**src/rtl/banner_pkg.sv**
```systemverilog
// Digit codes and active-low segment patterns shared by the banner stage and seg_scan.
package banner_pkg;

    localparam logic [3:0] ZERO  = 4'h0;
    localparam logic [3:0] ONE   = 4'h1;
    localparam logic [3:0] TWO   = 4'h2;
    localparam logic [3:0] THREE = 4'h3;
    localparam logic [3:0] FOUR  = 4'h4;
    localparam logic [3:0] FIVE  = 4'h5;
    localparam logic [3:0] SIX   = 4'h6;
    localparam logic [3:0] SEVEN = 4'h7;
    localparam logic [3:0] EIGHT = 4'h8;
    localparam logic [3:0] NINE  = 4'h9;
    localparam logic [3:0] NULL  = 4'hF;

    // Segment order g,f,e,d,c,b,a; a cleared bit lights the segment.
    localparam logic [6:0] SEG_0     = 7'b1000000;
    localparam logic [6:0] SEG_1     = 7'b1111001;
    localparam logic [6:0] SEG_2     = 7'b0100100;
    localparam logic [6:0] SEG_3     = 7'b0110000;
    localparam logic [6:0] SEG_4     = 7'b0011001;
    localparam logic [6:0] SEG_5     = 7'b0010010;
    localparam logic [6:0] SEG_6     = 7'b0000010;
    localparam logic [6:0] SEG_7     = 7'b1111000;
    localparam logic [6:0] SEG_8     = 7'b0000000;
    localparam logic [6:0] SEG_9     = 7'b0010000;
    localparam logic [6:0] SEG_BLANK = 7'b1111111;
    localparam logic [6:0] SEG_DASH  = 7'b0111111;

endpackage

```
**src/rtl/seg_decode.sv**
```systemverilog
// Combinational digit code to active-low 7-segment pattern; codes A-E show a dash.
module seg_decode
    import banner_pkg::*;
(
    input  logic [3:0] code,
    output logic [6:0] seg
);

    always_comb begin
        seg = SEG_DASH;
        case (code)
            ZERO:    seg = SEG_0;
            ONE:     seg = SEG_1;
            TWO:     seg = SEG_2;
            THREE:   seg = SEG_3;
            FOUR:    seg = SEG_4;
            FIVE:    seg = SEG_5;
            SIX:     seg = SEG_6;
            SEVEN:   seg = SEG_7;
            EIGHT:   seg = SEG_8;
            NINE:    seg = SEG_9;
            NULL:    seg = SEG_BLANK;
            default: seg = SEG_DASH;
        endcase
    end

endmodule

```
**src/rtl/seg_scan.sv**
```systemverilog
// Time-multiplexed driver for a common-anode 4-digit 7-segment display with frame latch.
// Optional SEG_SCAN_PWM_EN adds a duty[2:0] brightness input.
module seg_scan
    import banner_pkg::*;
#(
    parameter int unsigned REFRESH_DIV  = 65536,
    parameter int unsigned BLANK_CYCLES = 64
) (
    input  logic       clk,
    input  logic       reset,
    input  logic       enable,
    input  logic [3:0] dig_0,
    input  logic [3:0] dig_1,
    input  logic [3:0] dig_2,
    input  logic [3:0] dig_3,
    input  logic [3:0] dp_in,
`ifdef SEG_SCAN_PWM_EN
    input  logic [2:0] duty,
`endif
    output logic [3:0] an,
    output logic [7:0] sseg
);

    localparam int unsigned   CW        = $clog2(REFRESH_DIV);
    localparam logic [CW-1:0] CNT_LAST  = CW'(REFRESH_DIV - 1);
    localparam logic [CW-1:0] BLANK_END = CW'(BLANK_CYCLES);

    logic [CW-1:0] cnt;
    logic [1:0]    idx;
    logic [3:0]    frame_dig [4];
    logic [3:0]    frame_dp;
    logic [3:0]    cur_code;
    logic [6:0]    cur_seg;
    logic          slot_on;
    logic          frame_load;
`ifdef SEG_SCAN_PWM_EN
    logic [2:0]    frame_duty;
`endif

    always_comb cur_code = frame_dig[idx];

    seg_decode u_decode (
        .code (cur_code),
        .seg  (cur_seg)
    );

    // While disabled the latch tracks the inputs, so re-enabling shows the latest frame.
    assign frame_load = !enable || ((cnt == CNT_LAST) && (idx == 2'd3));

    always_comb begin
        slot_on = (cnt >= BLANK_END);
`ifdef SEG_SCAN_PWM_EN
        if (cnt[CW-1 -: 3] > frame_duty) slot_on = 1'b0;
`endif
    end

    always_ff @(posedge clk or negedge reset) begin
        if (!reset) begin
            cnt  <= '0;
            idx  <= '0;
            an   <= '1;
            sseg <= '1;
        end else if (!enable) begin
            cnt  <= '0;
            idx  <= '0;
            an   <= '1;
            sseg <= '1;
        end else begin
            if (cnt == CNT_LAST) begin
                cnt <= '0;
                idx <= idx + 2'd1;
            end else begin
                cnt <= cnt + CW'(1);
            end
            if (slot_on) begin
                an   <= ~(4'b0001 << idx);
                sseg <= {~frame_dp[idx], cur_seg};
            end else begin
                an   <= '1;
                sseg <= '1;
            end
        end
    end

    always_ff @(posedge clk or negedge reset) begin
        if (!reset) begin
            for (int unsigned i = 0; i < 4; i++) frame_dig[i] <= NULL;
            frame_dp <= '0;
`ifdef SEG_SCAN_PWM_EN
            frame_duty <= '1;
`endif
        end else if (frame_load) begin
            frame_dig[0] <= dig_0;
            frame_dig[1] <= dig_1;
            frame_dig[2] <= dig_2;
            frame_dig[3] <= dig_3;
            frame_dp     <= dp_in;
`ifdef SEG_SCAN_PWM_EN
            frame_duty   <= duty;
`endif
        end
    end

endmodule

```
**config.mk**
```make
export PLATFORM = sky130hd
export DESIGN_NAME = seg_scan
export DESIGN_NICKNAME = d
export VERILOG_FILES = /design/src/rtl/banner_pkg.sv /design/src/rtl/seg_decode.sv /design/src/rtl/seg_scan.sv
export SDC_FILE = /design/constraint.sdc
export NUM_CORES = 1
export LEC_CHECK = 0
export ABC_CLOCK_PERIOD_IN_PS = 4510
export BUFFER_PORTS_ARGS = -buffer_cell sky130_fd_sc_hd__buf_2
export CORE_MARGIN = 3
export CORE_UTILIZATION = 45
export DETAILED_ROUTE_END_ITERATION = 8
export PLACE_DENSITY = 0.65
export RECOVER_POWER = 100
export SYNTH_ARGS = -nofsm -noshare
export SYNTH_HDL_FRONTEND = slang
export SYNTH_SLANG_ARGS = --single-unit
```
**constraint.sdc**
```tcl
create_clock -name clk -period 4.51 [get_ports clk]
set_input_delay 0.2255 -clock clk [delete_from_list [all_inputs] [get_ports clk]]
set_output_delay 0.2255 -clock clk [all_outputs]
set_load 0.05 [all_outputs]
```
[Word-level counts from Yosys, hierarchy flattened]
Memories as Yosys holds them, arrays and structs flattened.
Cells that the tools add are included.
Storage, ports and cells
  bits in registers: 50
  bits in latches: 0
  bits in writable memories: 0
  ROM bits: 112
  bits of input ports: 23
  output and inout port bits: 12
  logic and storage cells: 38
  memories: 1
Cells by class
  add/sub/neg operators: 2
  multipliers: 0
  divide/modulo/power cells: 0
  $lt $le $gt $ge: 3
  equality and inequality tests: 3
  shifts and indexed selects: 1
  multiplexer cells: 13
  bitwise logic cells: 3
  reductions and logical operators: 3
Memories
  (no name shown): words 16, width 7, rd ports 1, clocked after memory_dff 0, write ports 0, RTL line seg_decode.sv:11  | case (code)
Operator list (number)
  $mux 16: 2
  $add 16x1->16 const B: 1
  $eq 16x16->1 const B: 1
  $ge 16x7->1 const B: 1
  $mux 4: 4
  $mux 8: 2
  $bmux 4 s2: 1
  $mux 2: 2
  $not 4->4: 1
  $shl 1x2->4 const A: 1
  $ge 3x3->1 const B: 1
  $lt 2x3->1 const B: 1
  $not 2->3: 1
  $add 2x1->2 const B: 1
  $bmux 1 s2: 1
  $eq 2x2->1 const B: 1
  $ne 2x1->1 const B: 1
  $logic_and 1x1->1: 1
  $logic_not 1->1: 1
  $logic_or 1x1->1: 1
  $mux 1: 1
  $not 1->1: 1

[Depth between registers and ports, before layout]
An unclocked memory read counts as a cell.
  depth after elaboration: 7
  depth in mapped cells: 7
  mapped depth without buffers: 6

[Modules after synthesis]
A second synthesis with hierarchy kept.
Second synthesis, totals
  cell total of the unflattened synthesis: 204
  area, all modules: 2608.8 um2
Modules (own cells, without submodules)
  seg_scan: times used 1, cells each 174, area each 2382.3 um2, seq. area each 1286.2 um2
  seg_decode: times used 1, cells each 30, area each 226.5 um2, seq. area each 0.0 um2

[Least setup slack after synthesis]
No wires, ideal clock.
  path kind: register to register
  start point: register idx[0]
  end point: register sseg[3]
  setup time: 0.073 ns
  arrival: 1.698 ns
  required time: 4.437 ns
  path slack: 2.739 ns
  cell stages (with the launch flop): 8
  path buffers: 1
  clock period less this slack: 1.771 ns
  path through: dfrtp_1 -> buf_6 -> mux4_2 -> inv_1 -> ha_1 -> nor2b_4 -> nor4b_2 -> a21oi_1
Between the ends
  cells in the longest elaborated chain, start to end: 7
Ends and longest elaborated chain
  start: declaration: RTL line seg_scan.sv:29  | logic [1:0] idx;
  start signal: assignment: RTL line seg_scan.sv:71  | idx <= idx + 2'd1;
  $not 2->3 (implied by the code): RTL line seg_scan.sv:40  | always_comb cur_code = frame_dig[idx];
  $bmux 4 s2: RTL line seg_scan.sv:40
  $mux 4 (implied by the code) (2 in a row): RTL line seg_scan.sv:40
  $mem_v2 16x7
  $mux 8: RTL line seg_scan.sv:75  | if (slot_on) begin
  $mux 8: RTL line seg_scan.sv:63  | end else if (!enable) begin
  end signal: assignment: RTL line seg_scan.sv:77  | sseg <= {~frame_dp[idx], cur_seg};
  end: declaration: RTL line seg_scan.sv:21  | output logic [7:0] sseg
No other way between the ends. The select of a mux whose other input is x is not followed.
A chain may end at the register's enable or synchronous reset.

[Worst setup path after layout]
  start point: register cnt[0]
  end point: register cnt[3]
Between the ends
  cells in the longest elaborated chain, start to end: 3
  elaborated cells between the ends (all ways): 4
  classes of those cells: 1 x add/sub; 1 x eq/ne; 2 x mux
Ends and longest elaborated chain
  start: declaration: RTL line seg_scan.sv:28  | logic [CW-1:0] cnt;
  start signal: assignment: RTL line seg_scan.sv:73  | cnt <= cnt + CW'(1);
  $add 16x1->16 or $eq 16x16->1 (tied branches): RTL line seg_scan.sv:73, seg_scan.sv:69
  $mux 16 (*): RTL line seg_scan.sv:69  | if (cnt == CNT_LAST) begin
  $mux 16 (*): RTL line seg_scan.sv:63
Mark *: on every way between the ends. The rest lies on a longest branch, timed or not.

==> results.md <==
* Total wire length at 4027 µm
* Port Buf Inserts at 34
* Pre-Repair DR Iteration Count at 4
* Synth Net Count at 234
* Num CTS Buffers at 5
* Clk_lat worst skew at 310 ps
* Max Clock Freq at 0.4425 GHz
* EDFF count, synth at 0
* # placed instances at 299
* PwrDens at 311.1 nW/µm²
* Slew @ Worst Pin at 2502 ps
* Worst setup margin at 2250 ps
* CTS tree: yes
* Class of the worst hold path: primary input to register
* Die Ht at 79.73 µm
* Post-route clock period utilization at 50.11%
* Max Slew Vio Count at 51
* Power, Total at 843.9 µW
* Mapped Cells at 200
* Final hold violations at 0
* Startpoint type of the worst setup path: register
* Layout fillers at 473
* GPL Wtd Cong at 0.7826
* Routed vias/inst at 4.951
* Post-CTS Resized at 0
* RSZ-0062 raised after global routing: false
* Most common cell after layout, fill and taps aside: dfstp_2
* Worst Setup End Kind: register
* Initial antenna violation count at 0
* Post-synth ARST share at 100.0%
* Worst-path clk slew at 100 ps
* ANT cells at 0
* DR iter-0 viols at 81
* Via count at 1520
* Outcome: complete, but fails checks
* I/O pin count at 35
* Total Routing Usage GR at 14.08%
* CORE AREA at 5172 µm²
* Final Net Count at 270
* Post-synthesis sequential area ratio at 52.58%
* Post-CTS repair timing setup buffer count at 0
* Hold_buf cts at 0
* Required arrival time at the worst endpoint at 4690 ps
* H-tree levels at 2
* Min cycle time layout at 2260 ps
* FP Rows at 26
* Drt wl/cell at 13.12 µm
* Max-slew headroom at -66.78%
* MaxCap Viol Count at 1
* Final ANT Viol Nets at 0
* Mapped cell area at 2446 µm²
* Vias in the first global route at 1433
* Leakage power total at 0.001123 µW
* Gr ovfl total at 0
* Peak VDD IR at 0.0001803 V
* Clock skew at 11.39 ps
* Pre-CTS setup slack at 2225 ps
* Die area at 6356 µm²
* Sink Count at 50
* Largest net degree at the start of global routing at 51
* Starting density of the core at 47.29%
* Final cell count without fillers at 307
* Setup-failing EPs final at 0
* Top FF cell, synth: dfstp_2
* Register area at 1286 µm²
* Share of layout cells above drive strength 1 at 27.85%
* Yosys warning count at 0
* Yosys reg bits at 50
* Root buf cell: clkbuf_8
* First-pass GRT wire length at 6948 µm
* Final setup TNS at 0 ps
* Setup CP Type: register to register
* Crit path arrival time at 2440 ps
* Clock tree buffer depth at 2
* Crit Path Max Fanout at 13
* Dpl hpwl at 2814 µm
* Layout Area Growth over Synthesis at 10.90%
* Post-synth cell types at 38
* Commonest non-fill, non-tap cells in the layout: dfstp_2 (28), dfrtp_1 (22), buf_2 (22)
* Synthesized area per cell at 12.23 µm²
* Die width at 79.73 µm
* DRC at 0
* Failing checks: capacitance limit, slew limit
* Multi-input logic area at 1044 µm²
-- where the power goes --
group | internal (µW) | total, µW | switching [µW]
logic | 35.9 | 77.7 | 41.7
clock network | 114 | 275 | 161
registers | 479 | 491 | 11.5
-- Yosys cell counts (2+ instances only) --
master     n  share of area [%]
mux4_2     5                4.6
nor3_1     4               0.82
clkbuf_1   2               0.31
nand4_2    2                1.0
nand4_1    2               0.51
nor2_1    21                3.2
o21ai_1    4               0.82
nor4_1     4                1.0
and4_1     2               0.72
dfstp_2   28                 30
o21ai_0    2               0.41
mux2_1    20                9.2
xor2_1     4                1.4
nand2_1   12                1.8
nand2b_1   2               0.51
inv_1     10                1.5
xnor2_1    9                3.2
ha_1      11                5.6
buf_4      3               0.92
a211oi_1   2               0.61
nand3_1    9                1.8
dfrtp_1   22                 23
buf_6      2               0.92
a21oi_1    4               0.82
-- cells by family after synthesis --
family	count (synthesis)	share of synthesized area, %
AO/OA/AOI/OAI	16	3.888
adder cells (fa/ha/maj)	11	5.627
flip-flops	50	52.58
AND/OR/NAND/NOR	67	15.35
multiplexers	26	14.22
XOR/XNOR	13	4.655
buffers and inverters	17	3.683
-- flip-flops by register name, summed over array words and instances, names as in the netlist --
register	cells
frame_dp	4
an	4
cnt	16
sseg	8
frame_dig	16
idx	2
-- stage by stage --
stage | cell area (µm²) | utilization, % | hold slack (ps)
2_1_floorplan | 2446 | - | -70.09
3_3_place_gp | 2666 | 51.55 | 359.5
3_5_place_dp | 2666 | 51.55 | 363.8
4_1_cts | 2761 | 53.39 | 10.65
5_1_grt | 2713 | 52.44 | 109.9
6_report | 2713 | 52.44 | 119.2
-- routing by layer --
metal  up-vias  global-route usage [%]  routed length [µm]  part of all wire [%]
met2        30                   20.62                1794                    45
met5         -                       0                   0                     0
li1        762                       -                   -                     -
met1       722                   19.99                1988                    49
met3         6                   4.063                 185                   4.6
met4         0                   4.639                  58                   1.4
-- cell type report --
cell class / count / area share (%)
Inverter: 10 / 1.384
Timing Repair Buffer: 36 / 5.996
Multi-Input combinational cell: 133 / 38.47
Clock buffer: 5 / 2.537
Tap cell: 70 / 3.229
Clock inverter: 3 / 0.9686
Sequential cell: 50 / 47.42
-- worst max-delay path: stages (launching register included) --
cell	delay, ps
dfrtp_1	440
ha_1	260
nand3_1	160
nor4_1	640
nand2b_1	520
nor2_1	100
-- path summary, 6_finish.rpt --
kind	depth (start not counted)	start	slack, ps	end
max	5	cnt[0]$_DFF_PN0_	2250	cnt[3]$_DFF_PN0_
min	2	dp_in[3]	120	frame_dp[3]$_DFFE_PN0P_
max reg2reg	5	cnt[0]$_DFF_PN0_	2250	cnt[3]$_DFF_PN0_
min reg2reg	1	frame_dp[0]$_DFFE_PN0P_	500	frame_dp[0]$_DFFE_PN0P_
max in group asynchronous	2	reset	2320	cnt[5]$_DFF_PN0_
min in group asynchronous	2	reset	780	cnt[7]$_DFF_PN0_
No activity file was read; power rests on OpenSTA's default activity.
